==> src/rtl/muldiv_sequencer.sv <==
`default_nettype none
// ============================================================================
// muldiv_sequencer : iterative RV32M multiply/divide unit, one radix-2 step/clk
// Revision 1.0
// ============================================================================
module muldiv_sequencer #(
  parameter int XLEN = 32
) (
  input  logic            clk,
  input  logic            rst_n,
  input  logic            start,
  input  logic [2:0]      funct3,
  input  logic [XLEN-1:0] operand_a,
  input  logic [XLEN-1:0] operand_b,
  input  logic            flush,
  output logic            stall_req,
  output logic            busy,
  output logic            done,
  output logic [XLEN-1:0] result
);

  localparam int            c_cw   = $clog2(XLEN) + 1;
  localparam logic [c_cw-1:0] c_last = c_cw'(XLEN - 1);
  localparam logic [XLEN-1:0] c_min  = {1'b1, {(XLEN-1){1'b0}}};

  typedef enum logic [1:0] {
    S_IDLE = 2'd0,
    S_BUSY = 2'd1,
    S_DONE = 2'd2
  } state_t;

  state_t              r_state, w_state_next;
  logic [2:0]          r_op;
  logic                r_sign_a, r_sign_b;
  logic [XLEN-1:0]     r_divisor;
  logic [2*XLEN-1:0]   r_acc;
  logic [c_cw-1:0]     r_cnt;
  logic                r_busy, r_done;
  logic [XLEN-1:0]     r_result;

  // Operand decode at accept time
  logic            w_a_signed, w_b_signed, w_sa, w_sb;
  logic [XLEN-1:0] w_mag_a, w_mag_b;
  logic            w_b_zero, w_ovf, w_special, w_accept;
  logic [XLEN-1:0] w_special_res;

  assign w_a_signed = (funct3 == 3'b000) || (funct3 == 3'b001) || (funct3 == 3'b010) ||
                      (funct3 == 3'b100) || (funct3 == 3'b110);
  assign w_b_signed = (funct3 == 3'b000) || (funct3 == 3'b001) ||
                      (funct3 == 3'b100) || (funct3 == 3'b110);
  assign w_sa      = w_a_signed & operand_a[XLEN-1];
  assign w_sb      = w_b_signed & operand_b[XLEN-1];
  assign w_mag_a   = w_sa ? -operand_a : operand_a;
  assign w_mag_b   = w_sb ? -operand_b : operand_b;
  assign w_b_zero  = funct3[2] && (operand_b == '0);
  assign w_ovf     = funct3[2] && !funct3[0] && (operand_a == c_min) && (operand_b == '1);
  assign w_special = w_b_zero || w_ovf;
  assign w_accept  = (r_state == S_IDLE) && start && !flush;
  assign w_special_res = w_b_zero ? (funct3[1] ? operand_a : '1)
                                  : (funct3[1] ? '0 : c_min);

  // Shared datapath: shift-add multiply / restoring divide on one accumulator
  logic [XLEN:0]     w_mul_sum, w_rem_sh, w_diff;
  logic [2*XLEN-1:0] w_mul_next, w_div_next, w_acc_next, w_prod_fix;
  logic [XLEN-1:0]   w_quot, w_rem, w_final;

  assign w_mul_sum  = {1'b0, r_acc[2*XLEN-1:XLEN]} + (r_acc[0] ? {1'b0, r_divisor} : '0);
  assign w_mul_next = {w_mul_sum, r_acc[XLEN-1:1]};
  assign w_rem_sh   = r_acc[2*XLEN-1:XLEN-1];
  assign w_diff     = w_rem_sh - {1'b0, r_divisor};
  assign w_div_next = w_diff[XLEN] ? {r_acc[2*XLEN-2:0], 1'b0}
                                   : {w_diff[XLEN-1:0], r_acc[XLEN-2:0], 1'b1};
  assign w_acc_next = r_op[2] ? w_div_next : w_mul_next;
  assign w_prod_fix = (r_sign_a ^ r_sign_b) ? -w_acc_next : w_acc_next;
  assign w_quot     = w_acc_next[XLEN-1:0];
  assign w_rem      = w_acc_next[2*XLEN-1:XLEN];

  always_comb begin
    w_final = '0;
    case (r_op)
      3'b000:                 w_final = w_prod_fix[XLEN-1:0];
      3'b001, 3'b010, 3'b011: w_final = w_prod_fix[2*XLEN-1:XLEN];
      3'b100, 3'b101:         w_final = (r_sign_a ^ r_sign_b) ? -w_quot : w_quot;
      default:                w_final = r_sign_a ? -w_rem : w_rem;
    endcase
  end

  always_comb begin
    w_state_next = r_state;
    case (r_state)
      S_IDLE: if (w_accept) w_state_next = w_special ? S_DONE : S_BUSY;
      S_BUSY: begin
        if (flush)                w_state_next = S_IDLE;
        else if (r_cnt == c_last) w_state_next = S_DONE;
      end
      default: w_state_next = S_IDLE;
    endcase
  end

  always_ff @(posedge clk or negedge rst_n) begin
    if (!rst_n) begin
      r_state   <= S_IDLE;
      r_op      <= '0;
      r_sign_a  <= 1'b0;
      r_sign_b  <= 1'b0;
      r_divisor <= '0;
      r_acc     <= '0;
      r_cnt     <= '0;
      r_busy    <= 1'b0;
      r_done    <= 1'b0;
      r_result  <= '0;
    end else begin
      r_state <= w_state_next;
      r_busy  <= (w_state_next == S_BUSY);
      r_done  <= (w_state_next == S_DONE);
      if (w_accept) begin
        r_op      <= funct3;
        r_sign_a  <= w_sa;
        r_sign_b  <= w_sb;
        r_divisor <= w_mag_b;
        r_acc     <= {{XLEN{1'b0}}, w_mag_a};
        r_cnt     <= '0;
        if (w_special) r_result <= w_special_res;
      end else if (r_state == S_BUSY && !flush) begin
        r_acc <= w_acc_next;
        r_cnt <= r_cnt + 1'b1;
        if (r_cnt == c_last) r_result <= w_final;
      end
    end
  end

  assign stall_req = w_accept || (r_state == S_BUSY);
  assign busy      = r_busy;
  assign done      = r_done;
  assign result    = r_result;

endmodule
`default_nettype wire

==> config.mk <==
export PLATFORM = sky130hd
export DESIGN_NAME = muldiv_sequencer
export DESIGN_NICKNAME = d
export VERILOG_FILES = /design/src/rtl/muldiv_sequencer.sv
export SDC_FILE = /design/constraint.sdc
export NUM_CORES = 1
export LEC_CHECK = 0
export BUFFER_PORTS_ARGS = -buffer_cell sky130_fd_sc_hd__buf_2
export CAP_MARGIN = 40
export CORE_MARGIN = 10
export CORE_UTILIZATION = 55
export CTS_CLUSTER_SIZE = 10
export DETAILED_ROUTE_END_ITERATION = 8
export GPL_ROUTABILITY_DRIVEN = 1
export PLACE_DENSITY = 0.78
export SLEW_MARGIN = 10
export SYNTH_ARGS = -nofsm -noshare
export SYNTH_HDL_FRONTEND = slang
export SYNTH_SLANG_ARGS = --single-unit
==> constraint.sdc <==
create_clock -name clk -period 13.5 [get_ports clk]
set_input_delay 0.675 -clock clk [delete_from_list [all_inputs] [get_ports clk]]
set_output_delay 0.675 -clock clk [all_outputs]
set_load 0.03 [all_outputs]
; Word level (Yosys, flattened, before mapping)
; Cells that the tools add are included.
[word_totals]
ff_bits = 143
in_bits = 71
out_inout_bits = 35
elab_cells = 88
[classes]
addsub = 8
eq_ne = 16
muxes = 25
bitwise = 3
n_reduce_logical = 26
[op_table]
columns = cell, n
row1 = 32-bit 2-to-1 mux, 12
row2 = 64-bit 2-to-1 mux, 5
row3 = 32-bit negation, 4
row4 = 32-bit one-hot mux with 3 select lines, 1
row5 = "32-bit equality test, second input constant", 2
row6 = 64-bit negation, 1
row7 = 32-bit by 32-bit adder with 33-bit output, 1
row8 = 33-bit by 32-bit subtractor with 33-bit output, 1
row9 = 32-bit logical NOT, 1
row10 = "3-bit equality test, second input constant", 4
row11 = 6-bit 2-to-1 mux, 2
row12 = "3-bit by 2-bit equality test with 1-bit output, second input constant", 3
row13 = 1-bit logical OR, 8
row14 = 2-bit 2-to-1 mux, 4
row15 = 1-bit logical AND, 7
row16 = "6-bit by 1-bit adder with 6-bit output, second input constant", 1
row17 = "3-bit by 1-bit equality test with 1-bit output, second input constant", 2
row18 = "6-bit by 5-bit equality test with 1-bit output, second input constant", 1
row19 = 3-bit logical NOT, 2
row20 = "2-bit by 1-bit equality test with 1-bit output, second input constant", 2
row21 = 2-bit one-hot mux with 2 select lines, 1
row22 = 2-bit nonzero test, 2
row23 = 3-bit AND reduction, 1
row24 = 3-bit OR reduction, 1
row25 = other kinds (7), 9

; Depth between registers and ports, before layout
; Gate-level depths: netlist of the first run.
[logic_depth]
word_depth = 9
ltp_mapped = 25
mapped_depth_nobuf = 23

; Worst setup path after synthesis of the first run
; No wires, ideal clock.
[synth_path]
path_type = reg-to-reg
start = register r_acc[48]
end = register r_result[28] (netlist: result[28])
setup_ns = 0.138
arrival_ns = 5.157
t_required_ns = 13.362
path_slack_ns = 8.205
path_stages_with_launch = 22
n_path_buf = 3
synth_period_minus_slack_ns = 5.295
path_cell_list = dfrtp_1 ha_1 buf_6 a21oi_4 o21ai_2 a2111oi_4 o21a_1 nand3_4 buf_2 nand3_1 a21boi_0 ha_1 nand3_1 or4_1 nor4_1 nand3_1 or2_2 clkbuf_1 o41ai_2 xnor2_1 a222oi_1 o211ai_1
[synth_between]
elab_chain_len = 9
elab_cells_between_ends = 14
cone_classes = add/sub: 5 / mux: 9
[synth_lines]
columns = element, line
row1 = from (decl), 36  ; logic [2*XLEN-1:0] r_acc;
row2 = from (signal assigned), 121  ; r_acc <= {{XLEN{1'b0}}, w_mag_a};
row3 = from (signal assigned), 125  ; r_acc <= w_acc_next;
row4 = 33-bit by 32-bit subtractor with 33-bit output, 70  ; assign w_diff = w_rem_sh - {1'b0, r_divisor};
row5 = 64-bit 2-to-1 mux, 71  ; assign w_div_next = w_diff[XLEN] ? {r_acc[2*XLEN-2:0], 1'b0}
row6 = 64-bit 2-to-1 mux *, 73  ; assign w_acc_next = r_op[2] ? w_div_next : w_mul_next;
row7 = 64-bit negation (tied with other cells), 74  ; assign w_prod_fix = (r_sign_a ^ r_sign_b) ? -w_acc_next : w_acc_next;
row8 = 64-bit 2-to-1 mux (tied with other cells), 74
row9 = 32-bit one-hot mux with 3 select lines *, 80  ; case (r_op)
row10 = 32-bit 2-to-1 mux *, 127  ; if (r_cnt == c_last) r_result <= w_final;
row11 = 32-bit 2-to-1 mux *, 124  ; end else if (r_state == S_BUSY && !flush) begin
row12 = 32-bit 2-to-1 mux *, 116  ; if (w_accept) begin
row13 = to (signal assigned), 123  ; if (w_special) r_result <= w_special_res;
row14 = to (signal assigned), 127
row15 = to (decl), 39  ; logic [XLEN-1:0] r_result;
; Every way passes the cells marked *; elsewhere a longest branch is shown, timed or not. The select of a mux whose other input is x is not followed.
; A chain may end at the register's enable or synchronous reset.

; Final worst setup path of the first run
[layout_path]
start = register r_acc[42]
end = register r_result[30] (netlist: result[30])
; The elaborated chain is that of the path after synthesis.

==> results.ini, run 1 <==
[placed_design]
number_of_buffers_added_on_ports=105
gpl.final_weighted_congestion=1.07
dp.final_hpwl_mm=43.3
post-place-cells=2358

[yosys]
sequential_area_share_after_synthesis_pct=23.6
avgSynthCellArea_um2=7.59
simple_gate_share_of_the_synthesized_area_pct=21.2
main_combinational_cell_family_by_area_after_synthesis=compound AO/OA/AOI/OAI gates
cell_count_after_synthesis=1994
number_of_flops_mapped_to_enable_cells_by_yosys=0
synth.yosys.warnings=0
ys_top_cells_by_count=nand2_1 (246), o21ai_0 (217), nor2_1 (146), dfrtp_1 (143), a21oi_1 (136)
syn-cell-area_um2=15100
synthAdderAreaFrac_pct=6.05
synth_cell_types=98
synth-seq-cells=143
syn_nets=2137
post_synthesis_mux_area_share_pct=3.10
async_flop_share_pct=100
synth_largest_type_area_fraction_pct=23.6
synth_area_leaders=dfrtp_1 (24%), o21ai_0 (7.2%), xnor2_1 (6.4%), nand2_1 (6.1%), ha_1 (5.8%)
synth-xor-area-share_pct=11.6
synth_flop_cell=dfrtp_1
synth-compound-area-share_pct=29.6
count_leader_synth=nand2_1
area_leader_netlist=dfrtp_1

[clocking]
cts.reportedPaths.clkPinSlew_ns=0.07
post_cts.resized_instances=0
cts_made_buffers=17
post_cts_repair_timing_setup_buffer_count=0
tritoncts=yes
worst_skew_pair.late_latency_ns=0.46
tritoncts_num_sinks=143
clockBufferDepth=2
holdBufCountCts=0
root_buffer=clkbuf_16
h_tree_levels=4

[drt]
via_count=16200
initialDrtViolationCount=2447
remaining_drc_errors=0
viasPerCell=6.77
finalWirelength_mm=57.2
drt_first_pass_iters=6
wl_per_cell_um=23.9
antenna_left=0

[pwr]
power_leakage_nw=7.04
clkPwrFrac_pct=13.0
cellPowerDensity_nw_per_um2=229
seq_power_share_pct=17.5
proportion_of_power_drawn_by_combinational_gates_pct=69.5
design_internal_power_mw=1.73
power.net_switching_mw=2.06
worst_ir_drop_vdd_mv=0.112
switching_share_pct=54.3

[cells_and_area]
drive_above_1_share_pct=11.2
areaGrowthSynthToFinish_pct=9.32
post-route-util_pct=61.2
antenna-diode-count=0
layout.filler_cells=2486
fin_nets=2182
finish.cell_count_without_fillers=2393

[min_path]
worstHoldPathType=input port to register
holdPathStages=3

[global_route]
via_count_of_the_first_global_routing_pass=15300
global_route_wire_length_before_repair_mm=88.3
grt_total_ovfl=0
grt_antenna_before_repair=1
grtUsageTotal_pct=32.7
largest_net_degree_at_the_start_of_global_routing=85

[sta]
timing_worst_slew_pin_value_ns=0.928
worst_slew_margin_rel_pct=37.8
finalSetupViolations=0
min_period_ns=6.68
rsz0062_at_grt=false
setup_tns_ns=0
timing.final.max_slew_violations=0
maxClockFrequency_ghz=0.150
hold_viol=0
final_min_period_over_clock_period_pct=49.5
clock_skew_ns=0.0164

[critical_path]
crit_type=register to register
cp.required_ns=13.81
path_max_fanout=19
cp-start-kind=register
reg2regPathDepth=19
arrival_ns=6.99
worstSetupEndpointType=register

[floorplanning]
dieHeight_um=186
ios=106
initial_utilization_pct=56.0
die_wd_um=186
floorplan.core_area_um2=27000
die_area_um2=34600
num_rows=60

[status]
status=finished clean

[job]
maxCapViolations=0

-- layer usage --
| layer | GRT usage (%) | share of wire (%) | vias to the layer above |
|---|---|---|---|
| li1 | - | - | 7371 |
| met1 | 44.9 | 42 | 7744 |
| met2 | 47.9 | 43 | 979 |
| met3 | 9.22 | 11 | 116 |
| met4 | 11.7 | 3.4 | 0 |
| met5 | 0 | 0 | - |
-- final cells by class --
| class | instances | area (um^2) | area share [%] |
|---|---|---|---|
| clock buffers | 17 | 425 | 2.57 |
| clock inverters | 15 | 150 | 0.907 |
| inverters | 66 | 248 | 1.50 |
| multi-input cells | 1673 | 10900 | 65.8 |
| flip-flops and latches | 143 | 3580 | 21.6 |
| well taps | 341 | 427 | 2.58 |
| repair buffers | 138 | 828 | 5.00 |
-- path summary, 6_finish.rpt --
path	from	slack, ns	end
worst max register to register	r_acc[42]	6.82	result[30]
worst min register to register	result[1]	0.49	result[1]
worst min-delay path	funct3[0]	0.47	r_op[0]
worst max-delay path	r_acc[42]	6.82	result[30]
max in group asynchronous	rst_n	11.35	r_op[2]
min in group asynchronous	rst_n	0.58	r_acc[21]
-- stage by stage --
| step | hold WS (ns) | cell area, um^2 | total power, mW | setup WS (ns) |
|---|---|---|---|---|
| after floorplan | 0.379 | 15100 | 2.49 | 8.20 |
| after global placement | 0.456 | 15900 | 3.17 | 7.43 |
| after detailed placement | 0.471 | 15900 | 3.20 | 7.20 |
| after CTS | 0.353 | 16500 | 3.70 | 7.15 |
| after global routing | 0.483 | 16600 | 4.01 | 6.53 |
| final | 0.465 | 16600 | 3.80 | 6.82 |
-- worst max-delay path: stages, from the launching register on --
cell      delay, ns
dfrtp_1        0.43
ha_1           0.38
a21oi_1        0.29
o21ai_0        0.19
a311oi_2       0.49
a21o_1         0.33
nand3_4        0.29
nand3_1        0.35
a21boi_0       0.37
ha_1           0.28
nand3_1        0.12
or4_1          0.55
nor4_1         0.57
nand3_1        0.35
or2_2          0.53
nor3_1         0.31
a21oi_1        0.13
xor2_1         0.17
a221oi_1       0.29
o211ai_1       0.11
-- power by group through the flow --
| stage | sequential, mW | clock, mW | combinational (mW) |
|---|---|---|---|
| 6_report | 0.665 | 0.493 | 2.64 |
| 3_3_place_gp | 0.658 | 0 | 2.51 |
| 3_5_place_dp | 0.664 | 0 | 2.53 |
| 2_1_floorplan | 0.613 | 0 | 1.88 |
| 4_1_cts | 0.657 | 0.490 | 2.55 |
| 5_1_grt | 0.677 | 0.512 | 2.82 |
-- logic make-up (layout without fill, tap and decap cells) --
family	Yosys count	count (layout)
AOI/OAI and AO/OA	683	683
muxes	46	46
adders and majority gates	72	72
buffers and inverters	178	236
DFF	143	143
and+or+nand+nor	671	671
xor gates and xnor gates	201	201
-- registers in the layout, summed over array words and instances, names as in the netlist --
register   cells
r_acc         64
r_divisor     32
busy           1
r_cnt          6
done           1
r_sign_b       1
r_state        2
r_sign_a       1
r_op           3
result        32
-- cell usage in the layout (no fill, tap or decap), types with 25 or more instances in the layout --
cell type    n
nor2_1     144
o211ai_1    62
o21ai_0    217
nand4_1     30
ha_1        70
xor2_1      90
a31oi_1     30
dfrtp_1    142
mux2i_1     42
nand2_1    246
and2_1      53
buf_4       25
nand3_1     37
buf_2      105
xnor2_1    109
nor3_1      47
a21oi_1    135
inv_1       66
No activity file was read; power rests on OpenSTA's default activity.
==> run 2, diff against run 1 <==
--- a/config.mk
+++ b/config.mk
@@ -12,7 +12,7 @@
 export CTS_CLUSTER_SIZE = 10
 export DETAILED_ROUTE_END_ITERATION = 8
 export GPL_ROUTABILITY_DRIVEN = 1
-export PLACE_DENSITY = 0.78
+export PLACE_DENSITY = 0.81
 export SLEW_MARGIN = 10
 export SYNTH_ARGS = -nofsm -noshare
 export SYNTH_HDL_FRONTEND = slang
==> constraint.sdc (replaced) <==
create_clock -name clk -period 5.7 [get_ports clk]
set_input_delay 0.285 -clock clk [delete_from_list [all_inputs] [get_ports clk]]
set_output_delay 0.285 -clock clk [all_outputs]
set_load 0.03 [all_outputs]
==> run 2 against run 1 <==
- final cell count increased by 2.5%
- sequential share of layout area fell by 0.62 points
- hold slack lost 0.38 ns
- utilization grew 1.8 points
- non-clock buffer count up 60
- routed wire length grew 6.1%
- maximum frequency increased by 22%
- sequential power up 140%
- clock skew rose by 0.0014 ns
- register-to-register slack got worse by 6.6 ns
==> results.ini, run 2 (synthesis results as in run 1) <==
[status]
status=finished clean

[sta]
maxClockFrequency_ghz=0.182
timing_worst_slew_pin_value_ns=0.952
hold_viol=0
final_min_period_over_clock_period_pct=96.4
timing.final.max_slew_violations=0
finalSetupViolations=0
setup_tns_ns=0
hold-worst-slack_ns=0.0876
clock_skew_ns=0.0177
min_period_ns=5.49
worst_slew_margin_rel_pct=36.5
rsz0062_at_grt=false

[critical_path]
arrival_ns=5.79
crit_type=register to register
path_max_fanout=5
worstSetupEndpointType=register
cp.required_ns=6.00
cp-start-kind=register

[global_route]
largest_net_degree_at_the_start_of_global_routing=77
global_route_wire_length_before_repair_mm=91.8
grt_total_ovfl=0
grtUsageTotal_pct=34.6
grt_antenna_before_repair=1
via_count_of_the_first_global_routing_pass=15400

[placed_design]
dp.final_hpwl_mm=46.6
number_of_buffers_added_on_ports=105
gpl.final_weighted_congestion=1.03

[min_path]
worstHoldPathType=input port to register

[floorplanning]
die_area_um2=34600
floorplan.core_area_um2=27000
dieHeight_um=186
initial_utilization_pct=56.0
die_wd_um=186
ios=106
num_rows=60

[drt]
finalWirelength_mm=60.6
remaining_drc_errors=0
wl_per_cell_um=24.7
viasPerCell=6.77
drt_first_pass_iters=7
antenna_left=0
via_count=16600
initialDrtViolationCount=2354

[cells_and_area]
mostFrequentLayoutCell=nand2_1
fin_nets=2242
post-route-util_pct=63.1
mostFrequentLayoutCells=nand2_1 (245), o21ai_0 (217), nor2_1 (144)
seq_area_um2=3580
register_name_with_the_most_flops=r_acc
layout.filler_cells=2429
areaGrowthSynthToFinish_pct=12.6
area_of_the_multi_input_gates_um2=10900
antenna-diode-count=0
largest_reg_flops=64
drive_above_1_share_pct=14.1

[pwr]
power_leakage_nw=7.33
cellPowerDensity_nw_per_um2=555
worst_ir_drop_vdd_mv=0.294
overall_power_after_layout_mw=9.46

[clocking]
root_buffer=clkbuf_16
cts.reportedPaths.clkPinSlew_ns=0.07
clockBufferDepth=2
tritoncts_num_sinks=143
tritoncts=yes
h_tree_levels=4
cts_made_buffers=17
worst_skew_pair.late_latency_ns=0.46

[job]
maxCapViolations=0

-- run 2: critical path, cell delays in order (launching register included) --
cell and delay (ns):
dfrtp_1 0.44, and2_1 0.17, ha_1 0.23, fa_1 0.42
a21o_1 0.21, a221o_1 0.39, o211a_1 0.38, o31ai_1 0.23
o21ai_0 0.14, a21oi_1 0.24, or3b_2 0.51, o31ai_4 0.12
nand4b_1 0.28, or4_1 0.58, o41ai_2 0.47, xor2_1 0.16
a221oi_1 0.28, o211ai_1 0.11
-- run 2: path summary, 6_finish.rpt --
| path | to | startpoint | slack, ns | cells past startpoint |
|---|---|---|---|---|
| setup / recovery | result[23] | r_acc[0] | 0.21 | 17 |
| hold / removal | r_op[0] | funct3[0] | 0.09 | 3 |
| setup reg to reg | result[23] | r_acc[0] | 0.21 | 17 |
| hold reg to reg | result[1] | result[1] | 0.47 | 2 |
| max in group asynchronous | r_op[2] | rst_n | 4.18 | 3 |
| min in group asynchronous | r_acc[22] | rst_n | 0.30 | 2 |
-- run 2: repair_timing --
| action | 4_1_cts | 5_1_grt |
|---|---|---|
| buffers inserted | 0 | 2 |
| resized for setup | 0 | 7 |
| setup endpoints to repair | 0 | 14 |
| hold buffers | 1 | 0 |
| hold endpoints to repair | 39 | 0 |
-- run 2: layout make-up --
type / count / share of cell area (%)
well taps: 341 / 2.50
inverters: 66 / 1.45
clock buffers: 17 / 2.50
multi-input cells: 1673 / 64.2
flip-flops and latches: 143 / 21.0
repair buffers: 198 / 7.46
clock inverters: 15 / 0.888
-- run 2: power breakdown --
part / switching, mW / internal [mW] / leakage (nW) / total (mW)
sequential: 0.324 / 1.25 / 1.85 / 1.57
combinational: 4.18 / 2.54 / 5.20 / 6.72
clock: 0.553 / 0.616 / 0.273 / 1.17
total: 5.06 / 4.40 / 7.33 / 9.46
-- run 2: per-layer routing --
metal	part of all wire [%]	up-vias	global-route usage, %
met1	42	7892	48.3
met3	13	143	10.5
met5	0	-	0
met2	42	1083	49.8
met4	3.1	0	10.9
li1	-	7497	-
-- run 2: per-stage QoR --
stage / area (um^2) / setup slack, ns / std cells
final: 17000 / 0.205 / 2453
after global placement: 16300 / 0.355 / 2412
after detailed placement: 16400 / 0.191 / 2417
after global routing: 17000 / 0.0311 / 2453
after CTS: 17000 / 0.101 / 2450
after floorplan: 15100 / 0.405 / 1994
==> run 3, diff against run 2 <==
--- a/config.mk
+++ b/config.mk
@@ -6,13 +6,13 @@
 export NUM_CORES = 1
 export LEC_CHECK = 0
 export BUFFER_PORTS_ARGS = -buffer_cell sky130_fd_sc_hd__buf_2
-export CAP_MARGIN = 40
+export CAP_MARGIN = 30
 export CORE_MARGIN = 10
 export CORE_UTILIZATION = 55
 export CTS_CLUSTER_SIZE = 10
 export DETAILED_ROUTE_END_ITERATION = 8
 export GPL_ROUTABILITY_DRIVEN = 1
-export PLACE_DENSITY = 0.81
+export PLACE_DENSITY_LB_ADDON = 0.08
 export SLEW_MARGIN = 10
 export SYNTH_ARGS = -nofsm -noshare
 export SYNTH_HDL_FRONTEND = slang
==> run 3 against run 2 <==
- routed wire length fell by 0.62%
- hold slack improved by 0.0043 ns
- final area fell by 0.15%
- first-iteration DRC count decreased by 9.4%
- flip-flop and latch count did not move
- global-route usage fell by 0.34 points
- utilization is 0.097 points lower
- sequential power is essentially flat
- clock-buffer cell count rose by 5
- worst setup slack improved by 0.027 ns
- critical endpoint unchanged
- highest routed layer is now met5
- combinational power shrank 1%
- maximum frequency up 0.50%
==> results.ini, run 3 (synthesis results as in run 1) <==
[global_route]
via_count_of_the_first_global_routing_pass=15200
global_route_wire_length_before_repair_mm=90.7
grt_antenna_before_repair=3
largest_net_degree_at_the_start_of_global_routing=70
grt_total_ovfl=0
grtUsageTotal_pct=34.3

[status]
status=finished clean

[floorplanning]
die_area_um2=34600
initial_utilization_pct=56.0
die_wd_um=186
num_rows=60
floorplan.core_area_um2=27000
ios=106
dieHeight_um=186

[sta]
setup_tns_ns=0
timing_worst_slew_pin_value_ns=1.01
finalSetupViolations=0
worst_slew_margin_rel_pct=31.9
final_critical_path_setup_slack_ns=0.233
clock_skew_ns=0.0175
hold_viol=0
final_min_period_over_clock_period_pct=95.9
timing.final.max_slew_violations=0
maxClockFrequency_ghz=0.183
min_period_ns=5.47

[pwr]
cellPowerDensity_nw_per_um2=554
worst_ir_drop_vdd_mv=0.281
power_leakage_nw=7.32
overall_power_after_layout_mw=9.43

[drt]
finalWirelength_mm=60.2
drt_first_pass_iters=5
viasPerCell=6.74
initialDrtViolationCount=2132
remaining_drc_errors=0
antenna_left=0
via_count=16500
wl_per_cell_um=24.6

[critical_path]
arrival_ns=5.76
path_max_fanout=5
critPathTopFamily=compound AO/OA/AOI/OAI gates
critical_path.cell_chain=and2_1 -> ha_1 -> fa_1 -> a21o_1 -> a221o_1 -> o211a_1 -> o31ai_1 -> o21ai_0 -> a21oi_1 -> or3b_2 -> o31ai_4 -> nand4b_1 -> or4_1 -> o41ai_2 -> buf_4 -> xor2_1 -> a221oi_1 -> o211ai_1
cp-start-kind=register
reg2regPathDepth=18
timing.critical_path.slowest_stage_cell=or4_1
timing.critical_path.slowest_cell_delay_ns=0.57
cp.required_ns=5.99
r2r_slack_ns=0.23
worstSetupEndpointType=register
worst-path-buf-inv=1
crit_type=register to register
regToRegStartpoint=r_acc[0]
worstReg2RegEnd=result[23]

[cells_and_area]
register_name_with_the_most_flops=r_acc
antenna-diode-count=0
largest_reg_flops=64
mostFrequentLayoutCell=nand2_1
finish.cell_count_without_fillers=2447
seq_area_um2=3580
fin_nets=2236
drive_above_1_share_pct=13.4
mostFrequentLayoutCells=nand2_1 (246), o21ai_0 (217), nor2_1 (144)
area_of_the_multi_input_gates_um2=10900
areaGrowthSynthToFinish_pct=12.4
layout.filler_cells=2481

[clocking]
cts_made_buffers=17
cts.reportedPaths.clkPinSlew_ns=0.06
root_buffer=clkbuf_16
h_tree_levels=4
post_cts_repair_timing_setup_buffer_count=0
worst_skew_pair.late_latency_ns=0.45
tritoncts_num_sinks=143
tritoncts=yes
clockBufferDepth=2

[min_path]
worstHoldStart=funct3[0]
holdPathStages=3
worstHoldPathType=input port to register
hold-path-endpoint=r_op[0]

[placed_design]
place_ws_ns=0.0506
post-place-cells=2411
gpl.final_weighted_congestion=1.01
dp.final_hpwl_mm=46.1
number_of_buffers_added_on_ports=105

[job]
maxCapViolations=0

## run 3: area by class of cell
| type | count | share of cell area [%] |
|---|---|---|
| multi-input combinational | 1673 | 64.2 |
| sequential | 143 | 21.1 |
| inverter | 66 | 1.46 |
| clock buffer | 22 | 2.67 |
| clock inverter | 10 | 0.809 |
| timing repair buffer | 192 | 7.30 |
| tap | 341 | 2.51 |
## run 3: repair_timing
action                     in CTS  in global routing
hold endpoints to repair       59                  0
resized for setup               0                  6
hold buffers                    1                  0
setup endpoints to repair       0                 15
## run 3: worst reg2reg max path, stage by stage (launching register included)
cell and delay [ns]:
dfrtp_1 0.42, and2_1 0.16, ha_1 0.22, fa_1 0.43
a21o_1 0.21, a221o_1 0.38, o211a_1 0.38, o31ai_1 0.25
o21ai_0 0.12, a21oi_1 0.39, or3b_2 0.52, o31ai_4 0.11
nand4b_1 0.21, or4_1 0.57, o41ai_2 0.26, buf_4 0.19
xor2_1 0.06, a221oi_1 0.31, o211ai_1 0.12
## run 3: metrics by stage
| stage | hold slack, ns | util, % | cell area, um^2 |
|---|---|---|---|
| detailed placement | 0.328 | 60.4 | 16300 |
| global route | 0.105 | 63.0 | 17000 |
| finish | 0.0919 | 63.0 | 17000 |
| floorplan | -0.0106 | - | 15100 |
| CTS | 0.0890 | 62.6 | 16900 |
| global placement | 0.313 | 60.3 | 16300 |
## run 3: how the worst max path moves through the flow
| stage | from | end | slack (ns) | cells after the start |
|---|---|---|---|---|
| after floorplan | r_acc[48] | result[28] | 0.40 | 21 |
| after global placement | r_acc[31] | result[30] | 0.16 | 22 |
| after detailed placement | r_acc[31] | result[30] | 0.05 | 22 |
| after CTS | r_acc[31] | result[30] | 0.03 | 22 |
| after global routing | r_acc[31] | result[24] | -0.02 | 24 |
| final | r_acc[0] | result[23] | 0.23 | 18 |
## run 3: power breakdown
part	internal, mW	total [mW]	switching [mW]
combinational	2.48	6.64	4.15
clock	0.701	1.20	0.501
sequential	1.25	1.59	0.347
## run 3: layer usage
layer | up-vias | share of wire (%) | global-route usage (%)
met4 | 4 | 2.8 | 10.6
met1 | 7916 | 43 | 48.6
met5 | - | 0.045 | 0
li1 | 7484 | - | -
met3 | 126 | 12 | 9.63
met2 | 962 | 42 | 49.1
